**src/rtl/qft_pkg.sv**
```systemverilog
// rtl/qft_pkg.sv - shared constants, twiddle table and state encoding for the QFT MAC sequencer
package qft_pkg;

    localparam int W       = 17;
    localparam int FRAC    = 15;
    localparam int NPTS    = 8;
    localparam int ACC_W   = 21;
    localparam int SAT_MAX = 65535;
    localparam int SAT_MIN = -65536;

    // (1/sqrt(8)) * e^{+j*2*pi*k/8} in Q1.15
    localparam int TW_RE [NPTS] = '{11585, 8192, 0, -8192, -11585, -8192, 0, 8192};
    localparam int TW_IM [NPTS] = '{0, 8192, 11585, 8192, 0, -8192, -11585, -8192};

    typedef enum logic [1:0] {
        ST_LOAD,
        ST_COMPUTE,
        ST_OUT
    } qft_state_e;

endpackage

```
**src/rtl/qft_mac_sequencer_if.sv**
```systemverilog
// rtl/qft_mac_sequencer_if.sv - input/output amplitude stream handshakes of the QFT sequencer
interface qft_mac_sequencer_if #(parameter int W = qft_pkg::W);

    logic                in_valid;
    logic                in_ready;
    logic signed [W-1:0] in_re;
    logic signed [W-1:0] in_im;
    logic                in_inv;
    logic                out_valid;
    logic                out_ready;
    logic signed [W-1:0] out_re;
    logic signed [W-1:0] out_im;
    logic [2:0]          out_idx;
    logic                out_last;
    logic                busy;

    modport master (
        output in_valid, in_re, in_im, in_inv, out_ready,
        input  in_ready, out_valid, out_re, out_im, out_idx, out_last, busy
    );

    modport slave (
        input  in_valid, in_re, in_im, in_inv, out_ready,
        output in_ready, out_valid, out_re, out_im, out_idx, out_last, busy
    );

endinterface

```
**src/rtl/qft_twiddle_rom.sv**
```systemverilog
// rtl/qft_twiddle_rom.sv - combinational 8-entry twiddle lookup, inverse direction conjugates
module qft_twiddle_rom
    import qft_pkg::*;
(
    input  logic [2:0]          k_i,
    input  logic                inv_i,
    output logic signed [W-1:0] tr_o,
    output logic signed [W-1:0] ti_o
);

    logic signed [W-1:0] ti_raw;

    assign tr_o   = W'(TW_RE[k_i]);
    assign ti_raw = W'(TW_IM[k_i]);
    assign ti_o   = inv_i ? -ti_raw : ti_raw;

endmodule

```
**src/rtl/qft_mac_sequencer.sv**
```systemverilog
// rtl/qft_mac_sequencer.sv - 8-point QFT computed as 64 sequential complex MACs on one datapath
module qft_mac_sequencer #(
    parameter int W     = qft_pkg::W,
    parameter int ACC_W = qft_pkg::ACC_W
) (
    input  logic                 clk,
    input  logic                 reset,
    qft_mac_sequencer_if.slave   bus
);
    import qft_pkg::*;

    localparam int PW = 2 * W;
    localparam logic signed [ACC_W-1:0] ACC_MAX = ACC_W'(SAT_MAX);
    localparam logic signed [ACC_W-1:0] ACC_MIN = ACC_W'(SAT_MIN);

    function automatic logic signed [W-1:0] sat(input logic signed [ACC_W-1:0] a);
        if (a > ACC_MAX) return W'(ACC_MAX);
        if (a < ACC_MIN) return W'(ACC_MIN);
        return W'(a);
    endfunction

    qft_state_e          state_q;
    logic [2:0]          in_cnt_q;
    logic                inv_q;
    logic [6:0]          issue_q;
    logic [2:0]          out_idx_q;
    logic signed [W-1:0] x_re_q [NPTS];
    logic signed [W-1:0] x_im_q [NPTS];
    logic signed [W-1:0] r_re_q [NPTS];
    logic signed [W-1:0] r_im_q [NPTS];

    logic                    p_vld_q;
    logic [2:0]              p_i_q, p_j_q;
    logic signed [ACC_W-1:0] p_re_q, p_im_q;
    logic signed [ACC_W-1:0] acc_re_q, acc_im_q, acc_re_d, acc_im_d;

    logic                in_fire, issue_en, wr_last;
    logic [2:0]          iss_i, iss_j, k;
    logic signed [W-1:0] tr, ti, xr, xi;
    logic signed [PW-1:0] prod_rr, prod_ii, prod_ri, prod_ir;
    logic signed [ACC_W-1:0] part_re, part_im;

    assign in_fire  = (state_q == ST_LOAD) && bus.in_valid;
    // issue_q[6] marks that all 64 {j,i} pairs have been issued
    assign issue_en = (state_q == ST_COMPUTE) && !issue_q[6];
    assign iss_i    = issue_q[2:0];
    assign iss_j    = issue_q[5:3];
    assign k        = iss_i * iss_j;
    assign xr       = x_re_q[iss_i];
    assign xi       = x_im_q[iss_i];

    qft_twiddle_rom u_rom (
        .k_i   (k),
        .inv_i (inv_q),
        .tr_o  (tr),
        .ti_o  (ti)
    );

    // each product is floored by the shift before combining
    assign prod_rr = PW'(xr) * PW'(tr);
    assign prod_ii = PW'(xi) * PW'(ti);
    assign prod_ri = PW'(xr) * PW'(ti);
    assign prod_ir = PW'(xi) * PW'(tr);
    assign part_re = ACC_W'(prod_rr >>> FRAC) - ACC_W'(prod_ii >>> FRAC);
    assign part_im = ACC_W'(prod_ri >>> FRAC) + ACC_W'(prod_ir >>> FRAC);

    assign acc_re_d = ((p_i_q == 3'd0) ? '0 : acc_re_q) + p_re_q;
    assign acc_im_d = ((p_i_q == 3'd0) ? '0 : acc_im_q) + p_im_q;
    assign wr_last  = p_vld_q && (p_i_q == 3'd7);

    always_ff @(posedge clk or posedge reset) begin
        if (reset) begin
            state_q   <= ST_LOAD;
            in_cnt_q  <= '0;
            inv_q     <= 1'b0;
            issue_q   <= '0;
            out_idx_q <= '0;
        end else begin
            case (state_q)
                ST_LOAD: begin
                    if (in_fire) begin
                        in_cnt_q <= in_cnt_q + 3'd1;
                        if (in_cnt_q == 3'd0) inv_q <= bus.in_inv;
                        if (in_cnt_q == 3'd7) begin
                            state_q <= ST_COMPUTE;
                            issue_q <= '0;
                        end
                    end
                end
                ST_COMPUTE: begin
                    if (issue_en) issue_q <= issue_q + 7'd1;
                    if (wr_last && (p_j_q == 3'd7)) begin
                        state_q   <= ST_OUT;
                        out_idx_q <= '0;
                    end
                end
                ST_OUT: begin
                    if (bus.out_ready) begin
                        out_idx_q <= out_idx_q + 3'd1;
                        if (out_idx_q == 3'd7) state_q <= ST_LOAD;
                    end
                end
                default: state_q <= ST_LOAD;
            endcase
        end
    end

    always_ff @(posedge clk or posedge reset) begin
        if (reset) begin
            p_vld_q  <= 1'b0;
            p_i_q    <= '0;
            p_j_q    <= '0;
            p_re_q   <= '0;
            p_im_q   <= '0;
            acc_re_q <= '0;
            acc_im_q <= '0;
            for (int n = 0; n < NPTS; n++) begin
                r_re_q[n] <= '0;
                r_im_q[n] <= '0;
            end
        end else begin
            p_vld_q <= issue_en;
            p_i_q   <= iss_i;
            p_j_q   <= iss_j;
            p_re_q  <= part_re;
            p_im_q  <= part_im;
            if (p_vld_q) begin
                acc_re_q <= acc_re_d;
                acc_im_q <= acc_im_d;
            end
            if (wr_last) begin
                r_re_q[p_j_q] <= sat(acc_re_d);
                r_im_q[p_j_q] <= sat(acc_im_d);
            end
        end
    end

    always_ff @(posedge clk) begin
        if (in_fire) begin
            x_re_q[in_cnt_q] <= bus.in_re;
            x_im_q[in_cnt_q] <= bus.in_im;
        end
    end

    assign bus.in_ready  = (state_q == ST_LOAD);
    assign bus.busy      = (state_q != ST_LOAD);
    assign bus.out_valid = (state_q == ST_OUT);
    assign bus.out_idx   = out_idx_q;
    assign bus.out_last  = (state_q == ST_OUT) && (out_idx_q == 3'd7);
    assign bus.out_re    = (state_q == ST_OUT) ? r_re_q[out_idx_q] : '0;
    assign bus.out_im    = (state_q == ST_OUT) ? r_im_q[out_idx_q] : '0;

endmodule

```
**src/flat_wrapper.sv**
```systemverilog
// flat-port wrapper written by rule: the top's interface ports become plain ports
module qft_mac_sequencer_flat import qft_pkg::*;
#(
    parameter int W     = qft_pkg::W,
    parameter int ACC_W = qft_pkg::ACC_W
)
  (clk, reset, bus_in_valid, bus_in_re, bus_in_im, bus_in_inv, bus_out_ready, bus_in_ready, bus_out_valid, bus_out_re, bus_out_im, bus_out_idx, bus_out_last, bus_busy);
  qft_mac_sequencer_if #(.W(W)) bus_i ();
  input  logic clk;
  input  logic reset;
  input wire logic [$bits(bus_i.in_valid)-1:0] bus_in_valid;
  input wire logic [$bits(bus_i.in_re)-1:0] bus_in_re;
  input wire logic [$bits(bus_i.in_im)-1:0] bus_in_im;
  input wire logic [$bits(bus_i.in_inv)-1:0] bus_in_inv;
  input wire logic [$bits(bus_i.out_ready)-1:0] bus_out_ready;
  output wire logic [$bits(bus_i.in_ready)-1:0] bus_in_ready;
  output wire logic [$bits(bus_i.out_valid)-1:0] bus_out_valid;
  output wire logic [$bits(bus_i.out_re)-1:0] bus_out_re;
  output wire logic [$bits(bus_i.out_im)-1:0] bus_out_im;
  output wire logic [$bits(bus_i.out_idx)-1:0] bus_out_idx;
  output wire logic [$bits(bus_i.out_last)-1:0] bus_out_last;
  output wire logic [$bits(bus_i.busy)-1:0] bus_busy;
  assign bus_i.in_valid = bus_in_valid;
  assign bus_i.in_re = bus_in_re;
  assign bus_i.in_im = bus_in_im;
  assign bus_i.in_inv = bus_in_inv;
  assign bus_i.out_ready = bus_out_ready;
  assign bus_in_ready = bus_i.in_ready;
  assign bus_out_valid = bus_i.out_valid;
  assign bus_out_re = bus_i.out_re;
  assign bus_out_im = bus_i.out_im;
  assign bus_out_idx = bus_i.out_idx;
  assign bus_out_last = bus_i.out_last;
  assign bus_busy = bus_i.busy;
  qft_mac_sequencer #(.W(W), .ACC_W(ACC_W)) u_core (.clk(clk), .reset(reset), .bus(bus_i));
endmodule
```
**config.mk**
```make
export PLATFORM = sky130hd
export DESIGN_NAME = qft_mac_sequencer_flat
export DESIGN_NICKNAME = d
export VERILOG_FILES = /design/src/rtl/qft_pkg.sv /design/src/rtl/qft_mac_sequencer_if.sv /design/src/rtl/qft_twiddle_rom.sv /design/src/rtl/qft_mac_sequencer.sv /design/src/flat_wrapper.sv
export SDC_FILE = /design/constraint.sdc
export NUM_CORES = 2
export LEC_CHECK = 0
export CAP_MARGIN = 40
export CORE_ASPECT_RATIO = 0.7
export CORE_UTILIZATION = 60
export DETAILED_ROUTE_END_ITERATION = 7
export GPL_ROUTABILITY_DRIVEN = 0
export PLACE_DENSITY = 0.74
export SLEW_MARGIN = 25
export SYNTH_ARGS = -nofsm -noshare
export SYNTH_HDL_FRONTEND = slang
export SYNTH_SLANG_ARGS = --single-unit
```
**constraint.sdc**
```tcl
create_clock -name clk -period 17.8 [get_ports clk]
set_input_delay 4.45 -clock clk [delete_from_list [all_inputs] [get_ports clk]]
set_output_delay 4.45 -clock clk [all_outputs]
set_load 0.1 [all_outputs]
```
## Word-level counts from Yosys, hierarchy flattened

Memories as Yosys holds them, arrays and structs flattened.
Index checks and enable logic that the tools add are counted.

| storage, ports and cells | value |
|---|---|
| bits in read-only memories | 512 |
| input port bits | 39 |
| bits in writable memories | 272 |
| register bits after elaboration | 379 |
| memories kept | 4 |

Memories:

| name | depth | width | read ports | clocked after memory_dff | wr ports | line | text |
|---|---|---|---|---|---|---|---|
| (no name shown) | 8 | 32 | 1 | 0 | 0 | qft_twiddle_rom.sv:14 | `assign ti_raw = W'(TW_IM[k_i]);` |
| (no name shown) | 8 | 32 | 1 | 0 | 0 | qft_twiddle_rom.sv:13 | `assign tr_o = W'(TW_RE[k_i]);` |
| u_core.x_im_q | 8 | 17 | 1 | 0 | 1 | qft_mac_sequencer.sv:28 | `logic signed [W-1:0] x_im_q [NPTS];` |
| u_core.x_re_q | 8 | 17 | 1 | 0 | 1 | qft_mac_sequencer.sv:27 | `logic signed [W-1:0] x_re_q [NPTS];` |

| cells by class | value |
|---|---|
| $lt $le $gt $ge | 8 |
| add/sub/neg operators | 8 |
| muxes and demuxes | 54 |
| bitwise gates (word level) | 3 |
| equality and inequality tests | 12 |
| multiply operators | 5 |
| reductions and logical operators | 18 |

Operator list:

| kind | count |
|---|---|
| 2-to-1 mux 17 bit | 22 |
| bitwise mux 136 bit | 2 |
| multiplier 17 x 17 -> 34 bit | 4 |
| binary-select mux 17 bit (select 3 bit) | 2 |
| demux 17 bit (select 3 bit) | 1 |
| adder 21 bit | 2 |
| greater-than comparator 21 x 17 -> 1 bit, second input constant | 2 |
| less-than comparator 21 x 17 -> 1 bit, second input constant | 2 |
| 2-to-1 mux 21 bit | 2 |
| 2-to-1 mux 7 bit | 3 |
| adder 19 x 19 -> 20 bit | 1 |
| subtractor 19 x 19 -> 20 bit | 1 |
| negator 17 bit | 1 |
| one-hot mux 7 bit (2 select lines) | 1 |
| == test 3 bit, second input constant | 4 |
| >= comparator 4 bit, second input constant | 3 |
| 2-to-1 mux 1 bit | 12 |
| NOT 3 -> 4 bit | 3 |
| 2-to-1 mux 2 bit | 5 |
| inequality test 2 x 1 -> 1 bit, second input constant | 4 |
| adder 7 x 1 -> 7 bit, second input constant | 1 |
| adder 3 x 1 -> 3 bit, second input constant | 2 |
| logical AND 1 bit | 6 |
| logical NOT 3 bit | 2 |
| other kinds (15) | 20 |

## Longest topological paths before layout

| depth | value |
|---|---|
| depth in word-level cells | 12 |
| depth in mapped cells | 49 |
| gate-level depth less buffers | 43 |

## Hierarchy

A second synthesis with hierarchy kept.

| unflattened totals | value |
|---|---|
| cells, all modules | 6797 |
| area total of the unflattened synthesis | 73177.7 um^2 |

Modules (own cells, without submodules):

| module | cells an instance | seq. area each (um^2) | area each (um^2) | instances |
|---|---|---|---|---|
| qft_mac_sequencer | 6760 | 17601.9 | 72919.9 | 1 |
| qft_twiddle_rom | 37 | 0.0 | 257.7 | 1 |

## Worst setup path before layout

Ideal clock, no wire load.

| timing | value |
|---|---|
| path type | register -> register |
| from | register u_core.issue_q[1] |
| to | register u_core.p_re_q[18] |
| cell stages (with the launch flop) | 43 |
| path slack | 7.547 ns |
| required time | 17.720 ns |
| path buffers | 6 |
| data arrival time | 10.173 ns |
| clock period less this slack | 10.253 ns |
| cells stage by stage | dfrtp_1 -> buf_2 -> buf_1 -> clkbuf_1 -> clkbuf_1 -> and2_1 -> ha_1 -> clkbuf_1 -> nand2b_1 -> clkbuf_1 -> nor3_1 -> inv_1 -> fa_1 -> inv_1 -> fa_1 -> fa_1 -> inv_1 -> fa_1 -> (+7 left out) -> o21ai_0 -> a21o_1 -> nor2_1 -> nor2_1 -> o21a_1 -> o21a_1 -> nor2_1 -> xnor2_1 -> ha_1 -> a21boi_0 -> o21ai_1 -> a21oi_1 -> o21a_1 -> o31a_1 -> o41a_1 -> a41o_1 -> o41ai_1 -> xnor2_1 |

| on the way | value |
|---|---|
| word-level cells in the longest chain between the ends | 9 |

Ends and longest elaborated chain:

| what | line | text |
|---|---|---|
| from (decl) | qft_mac_sequencer.sv:25 | `logic [6:0] issue_q;` |
| from (signal assigned) | qft_mac_sequencer.sv:91 | `if (issue_en) issue_q <= issue_q + 7'd1;` |
| multiplier 3 x 3 -> 3 bit | qft_mac_sequencer.sv:48 | `assign k = iss_i * iss_j;` |
| NOT 3 -> 4 bit (implied by the code) | qft_twiddle_rom.sv:13, qft_twiddle_rom.sv:14 |  |
| memory read (8 x 32 bit) | n/a |  |
| 2-to-1 mux 17 bit (implied by the code) (2 in series) | qft_twiddle_rom.sv:14 |  |
| negator 17 bit | qft_twiddle_rom.sv:15 | `assign ti_o = inv_i ? -ti_raw : ti_raw;` |
| 2-to-1 mux 17 bit | qft_twiddle_rom.sv:15 |  |
| multiplier 17 x 17 -> 34 bit | qft_mac_sequencer.sv:61 | `assign prod_ii = PW'(xi) * PW'(ti);` |
| subtractor 19 x 19 -> 20 bit (*) | qft_mac_sequencer.sv:64 | `assign part_re = ACC_W'(prod_rr >>> FRAC) - ACC_W'(prod_ii >>> FRAC);` |
| net u_core.part_re[18] | qft_mac_sequencer.sv:41 | `logic signed [ACC_W-1:0] part_re, part_im;` |
| to (signal assigned) | qft_mac_sequencer.sv:125 | `p_re_q <= part_re;` |
| to (decl) | qft_mac_sequencer.sv:34 | `logic signed [ACC_W-1:0] p_re_q, p_im_q;` |

The timed path passes the listed nets; every way through them passes the cells marked *. The select of a mux whose other input is x is not followed.
A chain may end at the register's enable or synchronous reset.

## Worst setup path after layout

| timing | value |
|---|---|
| from | register u_core.issue_q[0] |
| to | register u_core.p_re_q[19] |

The elaborated chain is that of the path after synthesis.

==> metrics.csv <==
stage;metric;value;unit
route;met2 routed WL;72250;um
synth;synth warn;0;
cells_and_area;Area Growth Syn to Fin;8.883;%
clock_tree;CTS tree;built;
floorplanning;IO Pins;80;
synth;Synth Cell Area;67570;um^2
grt;global-route wire length before repair;262700;um
floorplanning;Initial Util;0.6079;
synth;ys async rst share;0.5809;
clock_tree;Post-CTS Setup Inserts;0;
clock_tree;worst-skew pair later-pin latency;670;ps
job;max cap viols;0;
synth;XOR/XNOR Fraction of Synth Area;0.02368;
critical_path;CP endpoint kind;flip-flop;
route;Final ANT Viol Nets;0;
sta;Final Hold Fails;0;
critical_path;Crit Path Category;reg -> reg;
sta;Fin Setup TNS;0;ps
critical_path;slowest stage delay, CP;900;ps
floorplanning;die width;403.1;um
synth;synth top area cells;fa_1 34%, dfrtp_1 14%, edfxtp_1 12%;
synth;top_reg_cell synth;dfrtp_1;
route;detailed-router iteration count before antenna repair;6;
synth;EDFF count, synth;272;
clock_tree;post-CTS resize count;0;
sta;Max-slew headroom;0.3474;
route;met3 routed WL;17070;um
clock_tree;Post-CTS Hold Fix Bufs;0;
cells_and_area;Sequential cell area;17620;um^2
route;final wirelength;162600;um
route;M1 WL;69960;um
route;DRC viols;0;
grt;GRT Overall Usage;0.3015;
critical_path;Crit Path Max Fanout;42;
outcome;status;completed;
cells_and_area;layout cells sized above 1;0.1010;
floorplanning;CORE AREA;111200;um^2
worst_hold_path;Min-Delay Path Class;reg -> reg;
grt;pin count of the biggest net entering global routing;160;
grt;total grt overflow;0;
synth;post-synthesis mux area share;0.08064;
clock_tree;CTS Buf Count;66;
route;drt wl/cell;21.16;um
clock_tree;clk sinks;649;
grt;vias in the first global route;46980;
floorplanning;Die ar.;114000;um^2
synth;Avg Cell Area, Syn;11.23;um^2
cells_and_area;multi-input logic area;44190;um^2
synth;Mapped Nets;7636;
synth;most frequent cell after synthesis;inv_1;
sta;period utilization;0.6389;
sta;fmax;0.08793;GHz
synth;library cells used by synthesis;92;
route;Max Used Layer;met5;
route;number of DRC markers in iteration 0;3460;
synth;post-synthesis simple-gate area fraction;0.07198;
synth;cell count after synthesis;6018;
synth;main combinational cell family by area after synthesis;adder cells;
cells_and_area;nets;7741;
sta;RSZ-0062 raised after global routing;false;
critical_path;WP data required;18380;ps
sta;Final setup viols;0;
clock_tree;H-tree Lvls;3;
cells_and_area;Final Util;0.6619;
floorplanning;Die Ht;282.8;um
sta;worst hold slack;481.3;ps
placement;hpwl dp;127700;um
grt;antenna violations before repair;2;
synth;Yosys top cell area share;0.3419;
critical_path;Slowest cell on crit path;dfrtp_4;
sta;Tmin final;11370;ps
synth;Synth Area in Compound Gates;0.05440;
cells_and_area;number of fill cells;8177;
clock_tree;Max clock buf depth;3;
synth;Seq/Total Area, Yosys;0.2605;
synth;#FFs+latches synth;649;
critical_path;Worst EP arrival;11960;ps
sta;skew final;58.41;ps
synth;leading area contributor after synthesis;fa_1;
route;via count;43420;
synth;Post-synth top cells;1395 x inv_1, 1154 x fa_1, 488 x nor2_1;
sta;Slew Limit Fails;0;
clock_tree;CTS Root Cell;clkbuf_16;
synth;adder-cell area share of the yosys netlist;0.4206;
clock_tree;Worst-path clk slew;70;ps
placement;port bufs;79;
critical_path;CP Launch Type;flip-flop;
sta;Worst Tran Pin Value;978.9;ps
floorplanning;row count;102;
route;DR vias/cell;5.649;
-- registers in the layout, indices dropped and copies added, names as in the netlist, 7 cells and up --
| signal | flops |
|---|---|
| u_core.issue_q | 7 |
| u_core.p_re_q | 20 |
| u_core.r_re_q | 136 |
| u_core.acc_re_q | 21 |
| u_core.p_im_q | 20 |
| u_core.x_im_q | 136 |
| u_core.r_im_q | 136 |
| u_core.acc_im_q | 21 |
| u_core.x_re_q | 136 |
-- layout make-up --
cell class,count,share of cell area
multi-input cells,3796,0.6006
well taps,1508,0.02565
diodes,8,0.0002721
clock buffers,85,0.02464
repair buffers,214,0.03241
inverters,1396,0.07133
clock inverters,31,0.005578
flip-flops and latches,649,0.2395
-- final timing paths --
| check | from | to | slack, ps | depth (start not counted) |
|---|---|---|---|---|
| worst max-delay path | u_core.issue_q[0]$_DFFE_PP0P_ | u_core.p_re_q[19]$_DFF_PP0_ | 6430 | 39 |
| worst min-delay path | u_core.acc_re_q[15]$_DFFE_PP0P_ | u_core.acc_re_q[15]$_DFFE_PP0P_ | 480 | 2 |
| worst max register to register | u_core.issue_q[0]$_DFFE_PP0P_ | u_core.p_re_q[19]$_DFF_PP0_ | 6430 | 39 |
| worst min register to register | u_core.acc_re_q[15]$_DFFE_PP0P_ | u_core.acc_re_q[15]$_DFFE_PP0P_ | 480 | 2 |
| max in group asynchronous | reset | u_core.r_im_q[92]$_DFFE_PP0P_ | 11210 | 6 |
| min in group asynchronous | reset | u_core.r_re_q[9]$_DFFE_PP0P_ | 4190 | 2 |
-- logic make-up (layout without fill, tap and decap cells) --
family,Yosys count,in the layout
AOI/OAI and AO/OA,570,570
xor gates and xnor gates,178,178
other,0,8
muxes,354,354
DFF,649,649
buffers and inverters,1573,1726
adders and majority gates,1579,1579
and+or+nand+nor,1115,1115
-- layer usage --
metal | global-route usage | up-vias
met3 | 0.08944 | 218
met5 | 0 | -
li1 | - | 19060
met4 | 0.06581 | 2
met2 | 0.4526 | 1782
met1 | 0.4383 | 22360
-- critical path: cells and delay by family, from the launching register on --
| kind | cells | cell delay, ps |
|---|---|---|
| buffers and inverters | 7 | 1330 |
| adder cells (fa/ha/maj) | 9 | 3140 |
| AO/OA/AOI/OAI | 14 | 3720 |
| XOR/XNOR | 4 | 880 |
| AND/OR/NAND/NOR | 5 | 1260 |
| flip-flops | 1 | 900 |
-- metrics by stage --
stage	instances	worst slack (ps)	area, um^2
3_5_place_dp	7551	6643	71120
6_report	7687	6427	73570
3_3_place_gp	7498	6493	70260
2_1_floorplan	6018	2878	67570
5_1_grt	7679	5752	73550
4_1_cts	7667	6611	73350
-- cells in the final DEF (no fill, tap or decap), drive strengths merged, types with 20 or more instances in the layout --
master	Yosys	final
o21ai	83	83
a21o	67	67
and2	69	69
clkinv	0	22
ha	425	425
xor2	49	49
nor3	54	54
o21a	36	36
nand3	32	32
edfxtp	272	272
clkdlybuf4s50	0	79
or2	20	20
mux4	136	136
fa	1154	1154
inv	1396	1400
xnor2	128	128
nand2b	41	41
clkbuf	125	87
nor2	488	488
a21oi	271	271
dfrtp	377	377
buf	52	133
mux2	153	153
mux2i	65	65
nand2	335	335
Power is not shown: default switching activity piles up to over one toggle a cycle in this logic, so the estimate is an artifact.
